--- src/rtl/bmp_arbiter_nch.sv ---
// rtl/bmp_arbiter_nch.sv - N-slave round-robin packet arbiter with credit-protected output FIFO
//
// Grants one slave per packet and forwards its beats to the processor.
// Processor results are buffered in an output FIFO and streamed to master 0.
// A credit check keeps the FIFO from ever overflowing.
//
// Build option: define BMP_ARB_FIXED_PRIO_EN for fixed priority (lowest index wins).
// Leave it undefined (default) for round-robin arbitration.
//
// Ports:
//   clk, rst_n            clock, synchronous active-low reset
//   slv_mode              per-slave mode; slave i at [2i+1:2i]
//   slv_data_valid        per-slave beat valid
//   slv_data              per-slave data, slice i
//   slv_data_proc         per-slave processing byte, slice i
//   slv_ready             per-slave ready (one-hot or zero)
//   data_to_processor     registered beat to processor
//   scheduler_2_proc_vld  data_to_processor valid, one cycle per beat
//   mode, data_proc       granted slave mode/proc byte, held for the grant
//   data_from_processor   processor result
//   vld_pr                processor result valid
//   done                  pulse: all results of the grant received
//   mstr0_ready           master accepts the FIFO head
//   data_to_master        FIFO head (zero when empty)
//   mstr0_data_valid      FIFO not empty
//   mstr0_cmplt           pulse: packet fully delivered
//   ovf_err               sticky: result arrived while the FIFO was full
module bmp_arbiter_nch #(
  parameter int DATA_BUS_SIZE = 32,
  parameter int NUM_SLV       = 4,
  parameter int FIFO_DEPTH    = 16,
  parameter int BURST_LEN     = 8
) (
  input  logic                         clk,
  input  logic                         rst_n,
  input  logic [2*NUM_SLV-1:0]         slv_mode,
  input  logic [NUM_SLV-1:0]           slv_data_valid,
  input  logic [DATA_BUS_SIZE*NUM_SLV-1:0] slv_data,
  input  logic [8*NUM_SLV-1:0]         slv_data_proc,
  output logic [NUM_SLV-1:0]           slv_ready,
  output logic [DATA_BUS_SIZE-1:0]     data_to_processor,
  output logic                         scheduler_2_proc_vld,
  output logic [1:0]                   mode,
  output logic [7:0]                   data_proc,
  input  logic [DATA_BUS_SIZE-1:0]     data_from_processor,
  input  logic                         vld_pr,
  output logic                         done,
  input  logic                         mstr0_ready,
  output logic [DATA_BUS_SIZE-1:0]     data_to_master,
  output logic                         mstr0_data_valid,
  output logic                         mstr0_cmplt,
  output logic                         ovf_err
);

  localparam int CW = $clog2(FIFO_DEPTH) + 1;
  localparam int AW = $clog2(FIFO_DEPTH);
  localparam int GW = (NUM_SLV > 1) ? $clog2(NUM_SLV) : 1;
  localparam logic [CW:0] DEPTH_L = (CW+1)'(FIFO_DEPTH);

  typedef enum logic [1:0] {S_IDLE, S_XFER, S_DRAIN, S_CMPLT} state_t;

  state_t                   state_q, state_d;
  logic [GW-1:0]            grant_q, grant_d;
`ifndef BMP_ARB_FIXED_PRIO_EN
  logic [GW-1:0]            rr_q, rr_d;
`endif
  logic [CW-1:0]            out_q, out_d;
  logic [CW-1:0]            cnt_q, cnt_d;
  logic [7:0]               beat_q, beat_d;
  logic [AW-1:0]            wp_q, wp_d, rp_q, rp_d;
  logic [DATA_BUS_SIZE-1:0] dtp_q, dtp_d;
  logic                     pvld_q, pvld_d;
  logic [1:0]               mode_q, mode_d;
  logic [7:0]               dproc_q, dproc_d;
  logic                     done_q, done_d;
  logic                     cmplt_q, cmplt_d;
  logic                     ovf_q, ovf_d;
  logic [DATA_BUS_SIZE-1:0] mem_q [FIFO_DEPTH];

  logic          credit_ok, g_valid, accept, proc_in, full, push, pop, found;
  logic [GW-1:0] pick;

  // Arbitration: first requester at or after the start index, wrapping.
  always_comb begin
    pick  = '0;
    found = 1'b0;
    for (int k = 0; k < NUM_SLV; k++) begin
      int t;
      logic [GW-1:0] idx;
`ifdef BMP_ARB_FIXED_PRIO_EN
      t = k;
`else
      t = (int'(rr_q) + k) % NUM_SLV;
`endif
      idx = GW'(t);
      if (!found && slv_data_valid[idx]) begin
        found = 1'b1;
        pick  = idx;
      end
    end
  end

  // Results in flight count against FIFO space so the FIFO cannot overflow.
  assign credit_ok = ({1'b0, cnt_q} + {1'b0, out_q}) < DEPTH_L;
  assign g_valid   = slv_data_valid[grant_q];
  assign accept    = (state_q == S_XFER) && credit_ok && g_valid;
  assign proc_in   = ((state_q == S_XFER) || (state_q == S_DRAIN)) && vld_pr && (out_q != '0);
  assign full      = (cnt_q == CW'(FIFO_DEPTH));
  assign push      = proc_in && !full;
  assign pop       = (cnt_q != '0) && mstr0_ready;

  always_comb begin
    slv_ready = '0;
    if ((state_q == S_XFER) && credit_ok) slv_ready[grant_q] = 1'b1;
  end

  always_comb begin
    state_d = state_q;
    grant_d = grant_q;
`ifndef BMP_ARB_FIXED_PRIO_EN
    rr_d    = rr_q;
`endif
    beat_d  = beat_q;
    dtp_d   = dtp_q;
    pvld_d  = 1'b0;
    mode_d  = mode_q;
    dproc_d = dproc_q;
    done_d  = 1'b0;
    cmplt_d = 1'b0;
    ovf_d   = ovf_q | (proc_in & full);
    wp_d    = push ? wp_q + AW'(1) : wp_q;
    rp_d    = pop  ? rp_q + AW'(1) : rp_q;

    case ({accept, proc_in})
      2'b10:   out_d = out_q + CW'(1);
      2'b01:   out_d = out_q - CW'(1);
      default: out_d = out_q;
    endcase
    case ({push, pop})
      2'b10:   cnt_d = cnt_q + CW'(1);
      2'b01:   cnt_d = cnt_q - CW'(1);
      default: cnt_d = cnt_q;
    endcase

    case (state_q)
      S_IDLE: begin
        if (found) begin
          grant_d = pick;
          mode_d  = slv_mode[2*pick +: 2];
          dproc_d = slv_data_proc[8*pick +: 8];
          beat_d  = '0;
          state_d = S_XFER;
        end
      end
      S_XFER: begin
        if (accept) begin
          dtp_d  = slv_data[grant_q*DATA_BUS_SIZE +: DATA_BUS_SIZE];
          pvld_d = 1'b1;
          beat_d = beat_q + 8'd1;
          if (beat_q + 8'd1 == 8'(BURST_LEN)) state_d = S_DRAIN;
        end else if (!g_valid && (beat_q != '0)) begin
          state_d = S_DRAIN;
        end
      end
      S_DRAIN: begin
        if (out_q == '0) begin
          done_d  = 1'b1;
          state_d = S_CMPLT;
        end
      end
      default: begin
        if (cnt_q == '0) begin
          cmplt_d = 1'b1;
`ifndef BMP_ARB_FIXED_PRIO_EN
          rr_d    = (grant_q == GW'(NUM_SLV-1)) ? '0 : grant_q + GW'(1);
`endif
          state_d = S_IDLE;
        end
      end
    endcase
  end

  always_ff @(posedge clk) begin
    if (!rst_n) begin
      state_q <= S_IDLE;
      grant_q <= '0;
`ifndef BMP_ARB_FIXED_PRIO_EN
      rr_q    <= '0;
`endif
      out_q   <= '0;
      cnt_q   <= '0;
      beat_q  <= '0;
      wp_q    <= '0;
      rp_q    <= '0;
      dtp_q   <= '0;
      pvld_q  <= 1'b0;
      mode_q  <= '0;
      dproc_q <= '0;
      done_q  <= 1'b0;
      cmplt_q <= 1'b0;
      ovf_q   <= 1'b0;
    end else begin
      state_q <= state_d;
      grant_q <= grant_d;
`ifndef BMP_ARB_FIXED_PRIO_EN
      rr_q    <= rr_d;
`endif
      out_q   <= out_d;
      cnt_q   <= cnt_d;
      beat_q  <= beat_d;
      wp_q    <= wp_d;
      rp_q    <= rp_d;
      dtp_q   <= dtp_d;
      pvld_q  <= pvld_d;
      mode_q  <= mode_d;
      dproc_q <= dproc_d;
      done_q  <= done_d;
      cmplt_q <= cmplt_d;
      ovf_q   <= ovf_d;
      if (push) mem_q[wp_q] <= data_from_processor;
    end
  end

  assign data_to_processor    = dtp_q;
  assign scheduler_2_proc_vld = pvld_q;
  assign mode                 = mode_q;
  assign data_proc            = dproc_q;
  assign done                 = done_q;
  assign mstr0_cmplt          = cmplt_q;
  assign ovf_err              = ovf_q;
  assign mstr0_data_valid     = (cnt_q != '0);
  // Gate the head so an empty FIFO never shows stale or uninitialised storage.
  assign data_to_master       = (cnt_q != '0) ? mem_q[rp_q] : '0;

endmodule
--- config.mk ---
export PLATFORM = sky130hd
export DESIGN_NAME = bmp_arbiter_nch
export DESIGN_NICKNAME = d
export VERILOG_FILES = /design/src/rtl/bmp_arbiter_nch.sv
export SDC_FILE = /design/constraint.sdc
export NUM_CORES = 1
export LEC_CHECK = 0
export BUFFER_PORTS_ARGS = -buffer_cell sky130_fd_sc_hd__buf_4
export CAP_MARGIN = 20
export CORE_MARGIN = 2
export CORE_UTILIZATION = 30
export CTS_CLUSTER_DIAMETER = 60
export DETAILED_ROUTE_END_ITERATION = 8
export SLEW_MARGIN = 40
export SYNTH_ARGS = -nofsm -noshare
export SYNTH_HDL_FRONTEND = slang
export SYNTH_SLANG_ARGS = --single-unit
--- constraint.sdc ---
create_clock -name clk -period 10.4 [get_ports clk]
set_input_delay 2.6 -clock clk [delete_from_list [all_inputs] [get_ports clk]]
set_output_delay 2.6 -clock clk [all_outputs]
set_load 0.05 [all_outputs]
==> results of run 1 <==
==> flip-flops by register name, summed over array words and instances, names as in the netlist, 4 cells and up, named ones only <==
register           count
data_to_processor     32
rp_q                   4
mem_q                512
wp_q                   4
out_q                  5
cnt_q                  5
data_proc              8
beat_q                 8
==> where the power goes <==
group	total [mW]	internal [mW]	switching, mW
Sequential	2.70	2.64	0.0559
Clock	2.29	1.30	0.991
Combinational	1.15	0.483	0.670
Total	6.14	4.42	1.72
==> final timing paths <==
path | from | to | slack, ns | cells after the start
worst max-delay path | flop | data_to_master[1] | 4.16 | 6
worst min-delay path | data_to_processor[8] | data_to_processor[8] | 0.46 | 2
worst max register to register | out_q[2] | out_q[4] | 5.92 | 15
worst min register to register | data_to_processor[8] | data_to_processor[8] | 0.46 | 2
==> kinds of logic after synthesis <==
| kind of cell | after synthesis |
|---|---|
| xor gates and xnor gates | 15 |
| buffers and inverters | 88 |
| adders and majority gates | 28 |
| and+or+nand+nor | 228 |
| muxes | 217 |
| AOI/OAI and AO/OA | 104 |
| DFF | 594 |
==> per-stage QoR <==
| stage | cells | utilization [%] | setup WS, ns | hold WS (ns) |
|---|---|---|---|---|
| final | 2701 | 37.4 | 4.16 | 0.456 |
| after global placement | 2577 | 34.6 | 4.39 | 0.446 |
| after global routing | 2700 | 37.4 | 3.87 | 0.479 |
| after detailed placement | 2578 | 34.7 | 4.16 | 0.450 |
| after floorplan | 1274 | - | 5.01 | 0.435 |
| after CTS | 2700 | 37.4 | 3.99 | 0.459 |
==> cell type report <==
type                    count  area (um^2)  area share [%]
diodes                      1         2.50         0.00833
well taps                1060         1330            4.41
clock inverters            45          437            1.45
inverters                  18         70.1           0.233
clock buffers              77         1720            5.74
repair buffers            314         2400            7.98
flip-flops and latches    594        17000            56.6
multi-input cells         592         7070            23.5
==> placed cells by master, fill, tap and decap left out, types with 16 or more instances in the layout <==
cell,netlist,layout
edfxtp_1,512,512
buf_4,17,310
mux4_2,193,193
nand2_1,91,91
dfxtp_1,82,77
clkbuf_16,0,67
and2_1,49,49
ha_1,27,27
o21ai_0,23,23
a21boi_0,23,23
nor2_1,36,20
inv_1,16,16
nor2_4,0,16
==> worst min-delay path: cells and delay by family (launching register included) <==
kind	cells	cell delay [ns]
flip-flops	1	0.31
AND/OR/NAND/NOR	1	0.05
AO/OA/AOI/OAI	1	0.05
==> layer usage <==
layer  part of all wire, %  track usage, %  up-vias
li1                      -               -     5767
met1                    40            17.7     6772
met3                   6.7            3.16       91
met2                    51            24.0      450
met4                   2.3            3.93        0
met5                     0               0        -
==> impl_metrics.env, run 1 <==
export IMPL_outcome="finished, final reports clean"
export IMPL_synth_top_family_by_area="multiplexers"
export IMPL_die_area_um2=83500
export IMPL_synth_compound_area_share_pct=2.98
export IMPL_finalPower_mw=6.14
export IMPL_drv_slew=0
export IMPL_hold_buffers=0
export IMPL_wl_per_cell_um=21.5
export IMPL_maxClockFrequency_mhz=160
export IMPL_post_dp_cell_area_um2=27900
export IMPL_synth_area_leaders="edfxtp_1 63%, mux4_2 18%, dfxtp_1 6.7%, nand2_1 1.4%, ha_1 1.4%"
export IMPL_dp_hpwl_um=32400
export IMPL_crit_top_cell="mux4_2"
export IMPL_min_period_ns=6.24
export IMPL_tightest_slew_ns=0.852
export IMPL_post_synth_top_area_fraction_pct=63.1
export IMPL_cpPeakStageDelay_ns=0.66
export IMPL_period_share_pct=60.0
export IMPL_synth_largest_area_cell="edfxtp_1"
export IMPL_drt_first_pass_iters=5
export IMPL_clk_latency_ns=0.63
export IMPL_synthSimpleGateAreaFrac_pct=4.57
export IMPL_drc=0
export IMPL_cts_tree="yes"
export IMPL_crit_fanout=54
export IMPL_drv_cap=0
export IMPL_ys_seq_area_share_pct=69.8
export IMPL_die_w_um=289
export IMPL_timing_setup_tns_ns=0
export IMPL_peakVddDrop_mv=0.105
export IMPL_synth_most_common_cell="edfxtp_1"
export IMPL_crit_path_start_kind="flop"
export IMPL_ctsRootBufferMaster="clkbuf_16"
export IMPL_grt_pass1_vias=13800
export IMPL_vias_per_cell=4.84
export IMPL_path_cells="buf_12 > buf_16 > mux4_2 > mux4_2 > and2_1 > buf_4"
export IMPL_synth_cells=1274
export IMPL_critical_path_top_delay_family="buffers and inverters"
export IMPL_yosys_area_share_adder_pct=1.47
export IMPL_grt_pass1_wl_um=86300
export IMPL_cts_sinks=594
export IMPL_synth_seq_cells=594
export IMPL_rows=104
export IMPL_finalNetCount=1823
export IMPL_drive_gt1_share_pct=39.3
export IMPL_power_density_nw_per_um2=204
export IMPL_drt_iter0_drc=889
export IMPL_port_buffers=290
export IMPL_fp_coreArea_um2=80400
export IMPL_path_buf_inv=3
export IMPL_netlist_top_cells_count="512 x edfxtp_1, 193 x mux4_2, 91 x nand2_1"
export IMPL_post_cts_setup_buffers=0
export IMPL_hold_viol_final=0
export IMPL_finClkSkew_ns=0.0443
export IMPL_cts_max_path_buffers=3
export IMPL_synthMuxAreaShare_pct=18.9
export IMPL_vias=13100
export IMPL_synth_xor_area_share_pct=0.539
export IMPL_die_h_um=289
export IMPL_fillers=7409
export IMPL_drt_wl_total_um=58100
export IMPL_postLayoutCellArea_um2=30100
export IMPL_grt_max_degree=79
export IMPL_hp_class="flop to flop"
export IMPL_start_util_pct=30.3
export IMPL_rsz0062_at_grt="no"
export IMPL_area_delta_synth_final_pct=23.4
export IMPL_async_reset_ff_share_pct=0
export IMPL_synth_edff_count=512
export IMPL_cpMaxStageDelayCell="dfxtp_4"
export IMPL_synthesis_area_um2=24400
export IMPL_place_congestion=0.802
export IMPL_synth_cell_types=52
export IMPL_crit_type="flop to output port"
export IMPL_clk_pin_slew_ns=0.06
export IMPL_synth_ff_type="edfxtp_1"
export IMPL_worstPathRequired_ns=7.80
export IMPL_grt_overflow=0
export IMPL_cts_buffers=67
export IMPL_crit_arrival_ns=3.64
export IMPL_boundaryPins=291
export IMPL_drtAntennaViolNets=0
export IMPL_ctsResizeCount=0
export IMPL_final_setup_viol_count=0
export IMPL_grt_util_all_layers_pct=14.0
export IMPL_ys_warn_count=0
export IMPL_antenna_found_initial=3
export IMPL_cp_end_kind="output port"
export IMPL_power_leakage_nw=10.0
export IMPL_syn_avg_cell_area_um2=19.1
export IMPL_htreeDepth=3
export IMPL_slew_headroom_pct=43.2
export IMPL_syn_nets=1510
(Power assumes the default switching activity.)
==> inputs of run 2 (changes only) <==
--- a/config.mk
+++ b/config.mk
@@ -5,6 +5,7 @@
 export SDC_FILE = /design/constraint.sdc
 export NUM_CORES = 1
 export LEC_CHECK = 0
+export ABC_AREA = 1
 export BUFFER_PORTS_ARGS = -buffer_cell sky130_fd_sc_hd__buf_4
 export CAP_MARGIN = 20
 export CORE_MARGIN = 2
==> constraint.sdc (replaced) <==
create_clock -name clk -period 6.1 [get_ports clk]
set_input_delay 1.525 -clock clk [delete_from_list [all_inputs] [get_ports clk]]
set_output_delay 1.525 -clock clk [all_outputs]
set_load 0.05 [all_outputs]
==> run 2 against run 1 <==
Effect of this change: sequential share of layout area down 2.1 points; total power up 130%; synthesized area up 3.6%; die area up 3.5%; routed wire length up 24%; synthesized cell count up 79%; highest routed layer is now met5.
==> impl_metrics.env, run 2 <==
export IMPL_hold_start="data_to_processor[10]"
export IMPL_die_area_um2=86500
export IMPL_final_setup_viol_count=0
export IMPL_outcome="finished, final reports clean"
export IMPL_reg2reg_depth=16
export IMPL_timing_setup_tns_ns=0
export IMPL_peakVddDrop_mv=0.288
export IMPL_netlist_top_cells_count="512 x edfxtp_1, 452 x nor2_1, 333 x o21ai_0"
export IMPL_ctsRootBufferMaster="clkbuf_16"
export IMPL_fp_coreArea_um2=83400
export IMPL_drtAntennaViolNets=0
export IMPL_syn_avg_cell_area_um2=11.1
export IMPL_die_h_um=294
export IMPL_largest_reg_flops=512
export IMPL_worst_hold_slack_ns=0.462
export IMPL_regToRegEndpoint="out_q[4]"
export IMPL_drv_cap=0
export IMPL_grt_use_met3_pct=4.12
export IMPL_cts_max_path_buffers=3
export IMPL_crit_arrival_ns=3.31
export IMPL_hold_depth=2
export IMPL_cts_buffers=71
export IMPL_hp_class="flop to flop"
export IMPL_clk_pin_slew_ns=0.05
export IMPL_cts_tree="yes"
export IMPL_synth_cells=2277
export IMPL_antenna_found_initial=3
export IMPL_post_cts_setup_buffers=0
export IMPL_post_dp_cell_area_um2=28900
export IMPL_synth_ff_type="edfxtp_1"
export IMPL_area_delta_synth_final_pct=23.8
export IMPL_rsz0062_at_grt="no"
export IMPL_worstPathRequired_ns=4.58
export IMPL_async_reset_ff_share_pct=0
export IMPL_boundaryPins=291
export IMPL_post_synth_top_area_fraction_pct=60.9
export IMPL_synth_seq_cells=594
export IMPL_drv_slew=0
export IMPL_cp_end_kind="output port"
export IMPL_synth_edff_count=512
export IMPL_largest_register="mem_q"
export IMPL_grt_pass1_wl_um=109000
export IMPL_power_leakage_nw=11.2
export IMPL_drt_first_pass_iters=6
export IMPL_grtUsageMet2_pct=26.4
export IMPL_slew_headroom_pct=45.8
export IMPL_drc=0
export IMPL_grt_max_degree=118
export IMPL_clk_latency_ns=0.63
export IMPL_dp_hpwl_um=43200
export IMPL_tightest_slew_ns=0.813
export IMPL_port_buffers=290
export IMPL_die_w_um=294
export IMPL_vias=18600
export IMPL_wl_per_cell_um=19.6
export IMPL_grt_overflow=0
export IMPL_final_common_cell="edfxtp_1"
export IMPL_crit_fanout=75
export IMPL_min_period_ns=4.84
export IMPL_grt_pass1_vias=18100
export IMPL_hold_buffers=0
export IMPL_drt_iter0_drc=1545
export IMPL_crit_type="flop to output port"
export IMPL_maxClockFrequency_mhz=207
export IMPL_rr_startpoint="grant_q[0]"
export IMPL_synth_area_leaders="edfxtp_1 61%, nor2_1 6.7%, o21ai_0 6.6%, dfxtp_1 6.5%, o221ai_1 3.1%"
export IMPL_grt_util_all_layers_pct=16.4
export IMPL_ys_seq_area_share_pct=67.4
export IMPL_period_share_pct=79.3
export IMPL_rows=106
export IMPL_synth_most_common_cell="edfxtp_1"
export IMPL_use_met1_pct=21.5
export IMPL_syn_nets=2513
export IMPL_ys_warn_count=0
export IMPL_vias_per_cell=5.07
export IMPL_synth_largest_area_cell="edfxtp_1"
export IMPL_r2r_slack_ns=2.77
export IMPL_synthesis_area_um2=25200
export IMPL_crit_path_start_kind="flop"
export IMPL_htreeDepth=3
export IMPL_start_util_pct=30.3
export IMPL_most_common_layout_cells="512 x edfxtp_1, 435 x nor2_1, 333 x o21ai_0, 327 x buf_4, 168 x nand2_1"
export IMPL_drt_wl_total_um=72000
export IMPL_synth_cell_types=41
export IMPL_finalNetCount=2778
export IMPL_drive_gt1_share_pct=19.3
export IMPL_place_congestion=0.834
export IMPL_ctsResizeCount=0
export IMPL_cts_sinks=594
export IMPL_postLayoutCellArea_um2=31200
export IMPL_hold_viol_final=0
export IMPL_grt_busiest_layer="met2"
export IMPL_finClkSkew_ns=0.0430
export IMPL_hold_end="data_to_processor[10]"
export IMPL_power_density_nw_per_um2=456
-- run 2: changes by cell type after synthesis, moves of 49 or more --
cell      delta
o21ai_0    +310
inv_1       +81
nand2_1     +77
o221ai_1    +89
clkbuf_1    +89
and2_1      -49
o22ai_1     +68
nand3_1     +95
mux4_2     -193
a21oi_1     +82
nor2_1     +416
-- run 2: where the power goes --
group          leakage, nW  internal [mW]  total, mW  switching [mW]
combinational         4.79           1.51       5.30            3.78
clock                 1.14           2.42       4.18            1.76
sequential            5.27           4.61       4.77           0.160
total                 11.2           8.54       14.2            5.70
-- run 2: worst max-delay path: stages (launching register included) --
cell and delay, ns:
dfxtp_4 0.58, buf_4 0.68, o21ai_0 0.19, o22ai_1 0.20, nor2_1 0.07, nor2_1 0.11
o21ai_1 0.07, a21oi_1 0.50, buf_4 0.31
-- run 2: worst max-delay path by stage --
stage / slack, ns / cells past startpoint / end
final: 1.26 / 8 / data_to_master[27]
after CTS: 1.15 / 7 / data_to_master[26]
after global routing: 1.07 / 8 / data_to_master[27]
after floorplan: 2.37 / 4 / mem_q[11][0]
after global placement: 1.82 / 7 / data_to_master[0]
after detailed placement: 1.80 / 7 / data_to_master[26]
-- run 2: kinds of logic after synthesis --
logic type                 share of synthesized area, %
adders and majority gates                          1.42
xor gates and xnor gates                          0.416
and+or+nand+nor                                    12.3
buffers and inverters                              4.29
DFF                                                67.4
AOI/OAI and AO/OA                                  14.2
-- run 2: layout make-up --
class,count,area [um^2]
timing repair buffer,345,2830
multi-input combinational,1424,7270
fill,8057,52200
sequential,594,17000
clock buffer,87,1890
inverter,106,417
clock inverter,43,450
tap,1080,1350
antenna,1,2.50
-- run 2: per-stage QoR --
step	instances	setup slack, ns	power [mW]	util, %
3_3_place_gp	3532	1.82	10.1	34.2
4_1_cts	3679	1.15	14.4	37.4
6_report	3680	1.26	14.2	37.4
3_5_place_dp	3549	1.80	10.2	34.6
2_1_floorplan	2277	2.37	8.47	-
5_1_grt	3679	1.07	15.0	37.4
-- run 2: layer usage --
| metal | vias to the layer above | wire length, um |
|---|---|---|
| met4 | 6 | 2140 |
| met3 | 128 | 5990 |
| met2 | 744 | 33500 |
| li1 | 8758 | - |
| met1 | 9005 | 30400 |
| met5 | - | 45 |
==> inputs of run 3 (changes only) <==
==> constraint.sdc (replaced) <==
create_clock -name clk -period 4.8 [get_ports clk]
set_input_delay 1.2 -clock clk [delete_from_list [all_inputs] [get_ports clk]]
set_output_delay 1.2 -clock clk [all_outputs]
set_load 0.05 [all_outputs]
==> run 3 against run 2 <==
Effect of this change: setup slack worse by 0.67 ns; worst hold slack better by 0.00051 ns; die area stayed put; largest power group unchanged; routed wire length is 1.7% lower; global-route usage is 0.22 points lower; combinational power is 27% higher; total power is 28% higher; flip-flop and latch count stayed put; core utilization is 0.084 points lower; sequential share of layout area is 0.12 points higher.
==> impl_metrics.env, run 3 (synthesis gave the netlist of run 2 again) <==
export IMPL_crit_type="flop to output port"
export IMPL_grt_util_all_layers_pct=16.2
export IMPL_finalPower_mw=18.3
export IMPL_p_seq_share_pct=33.1
export IMPL_cpPeakStageDelay_ns=0.45
export IMPL_rows=106
export IMPL_power_leakage_nw=11.2
export IMPL_clk_latency_ns=0.61
export IMPL_fin_ws_ns=0.591
export IMPL_die_area_um2=86500
export IMPL_drt_first_pass_iters=5
export IMPL_clk_pin_slew_ns=0.06
export IMPL_r2r_slack_ns=1.31
export IMPL_hold_end="data_to_processor[10]"
export IMPL_dp_slack_ns=1.17
export IMPL_tightest_slew_ns=0.729
export IMPL_power_density_nw_per_um2=586
export IMPL_grt_max_degree=161
export IMPL_drive_gt1_share_pct=18.9
export IMPL_die_w_um=294
export IMPL_maxClockFrequency_mhz=238
export IMPL_peakVddDrop_mv=0.379
export IMPL_most_common_layout_cells="512 x edfxtp_1, 435 x nor2_1, 333 x o21ai_0, 324 x buf_4, 168 x nand2_1"
export IMPL_fp_coreArea_um2=83400
export IMPL_critical_path_top_delay_family="buffers and inverters"
export IMPL_path_buf_inv=3
export IMPL_regToRegEndpoint="cnt_q[4]"
export IMPL_grt_pass1_vias=18000
export IMPL_final_setup_viol_count=0
export IMPL_min_period_ns=4.21
export IMPL_largest_register="mem_q"
export IMPL_final_common_cell="edfxtp_1"
export IMPL_power_switching_mw=7.18
export IMPL_worstPathRequired_ns=3.60
export IMPL_rr_startpoint="cnt_q[0]"
export IMPL_cp_end_kind="output port"
export IMPL_path_cells="inv_6 > buf_4 > nor2_1 > o221ai_1 > nand3_1 > a21oi_1 > buf_4"
export IMPL_hold_buffers=0
export IMPL_fin_util_pct=37.4
export IMPL_cts_tree="yes"
export IMPL_fillers=8135
export IMPL_slew_headroom_pct=51.4
export IMPL_rsz0062_at_grt="no"
export IMPL_start_util_pct=30.3
export IMPL_cts_buffers=72
export IMPL_drt_wl_total_um=70800
export IMPL_finalNetCount=2771
export IMPL_clkPwrFrac_pct=30.2
export IMPL_grt_overflow=0
export IMPL_grt_pass1_wl_um=108000
export IMPL_cpMaxStageDelayCell="inv_6"
export IMPL_timing_setup_tns_ns=0
export IMPL_period_share_pct=87.7
export IMPL_hold_depth=2
export IMPL_cts_max_path_buffers=3
export IMPL_drv_cap=0
export IMPL_hold_start="data_to_processor[10]"
export IMPL_cts_sinks=594
export IMPL_vias_per_cell=5.02
export IMPL_drc=0
export IMPL_wl_per_cell_um=19.3
export IMPL_p_int_mw=11.1
export IMPL_area_delta_synth_final_pct=23.5
export IMPL_drv_slew=0
export IMPL_die_h_um=294
export IMPL_crit_top_cell="buf_4"
export IMPL_antenna_found_initial=5
export IMPL_largest_reg_flops=512
export IMPL_ctsRootBufferMaster="clkbuf_16"
export IMPL_switching_share_pct=39.3
export IMPL_boundaryPins=291
export IMPL_outcome="finished, final reports clean"
export IMPL_post_cts_setup_buffers=0
export IMPL_dp_hpwl_um=41200
export IMPL_ctsResizeCount=0
export IMPL_drtAntennaViolNets=0
export IMPL_crit_arrival_ns=3.01
export IMPL_crit_fanout=78
export IMPL_vias=18500
export IMPL_crit_path_start_kind="flop"
export IMPL_drt_iter0_drc=1356
export IMPL_place_congestion=0.829
export IMPL_hold_viol_final=0
export IMPL_finClkSkew_ns=0.0337
export IMPL_port_buffers=290
export IMPL_pwr_share_comb_pct=36.7
export IMPL_htreeDepth=3
export IMPL_hp_class="flop to flop"
export IMPL_reg2reg_depth=15
-- run 3: changes by cell type in the layout (fill, tap and decap cells not counted), sizes merged --
| cell | before | now |
|---|---|---|
| clkbuf | 87 | 90 |
| inv | 109 | 113 |
| clkinvlp | 1 | 3 |
| buf | 345 | 337 |
| bufinv | 4 | 8 |
| clkinv | 35 | 25 |
-- run 3: power groups by stage --
stage                     logic (mW)  registers, mW  clock network (mW)
after floorplan                 4.29           6.48                   0
after global placement          6.68           6.14                   0
after detailed placement        6.73           6.15                   0
after CTS                       6.75           6.04                5.64
after global routing            7.37           6.07                5.83
final                           6.71           6.04                5.51
-- run 3: tightest hold or removal path, cell delays in order, from the launching register on --
cell	delay, ns
dfxtp_1	0.30
nand2_1	0.06
a21oi_1	0.05
-- run 3: worst max-delay path by stage --
stage	depth (start not counted)	endpoint	from	slack, ns
3_3_place_gp	8	data_to_master[30]	flop	1.12
2_1_floorplan	4	mem_q[11][0]	vld_pr	1.40
5_1_grt	8	data_to_master[30]	flop	0.22
3_5_place_dp	8	data_to_master[30]	flop	1.17
4_1_cts	8	data_to_master[30]	flop	0.50
6_report	7	data_to_master[31]	flop	0.59
-- run 3: per-stage QoR --
stage               hold slack, ns  cell area, um^2  cells
floorplan                    0.447            25200   2277
global placement             0.452            28700   3540
detailed placement           0.456            28700   3540
CTS                          0.463            31100   3673
global route                 0.474            31200   3674
finish                       0.462            31200   3675
-- run 3: routing by layer --
layer	track usage [%]	part of all wire, %	vias to the layer above
met5	0	0.072	-
li1	-	-	8734
met4	5.10	2.7	8
met1	21.2	42	8927
met3	4.09	8.4	124
met2	26.2	46	672
-- run 3: area by class of cell --
cell class,count,area [um^2],share of cell area [%]
Antenna cell,1,2.50,0.00803
Clock buffer,90,1930,6.20
Clock inverter,43,497,1.59
Inverter,106,408,1.31
Multi-Input combinational cell,1424,7270,23.3
Sequential cell,594,17000,54.6
Tap cell,1080,1350,4.34
Timing Repair Buffer,337,2680,8.61
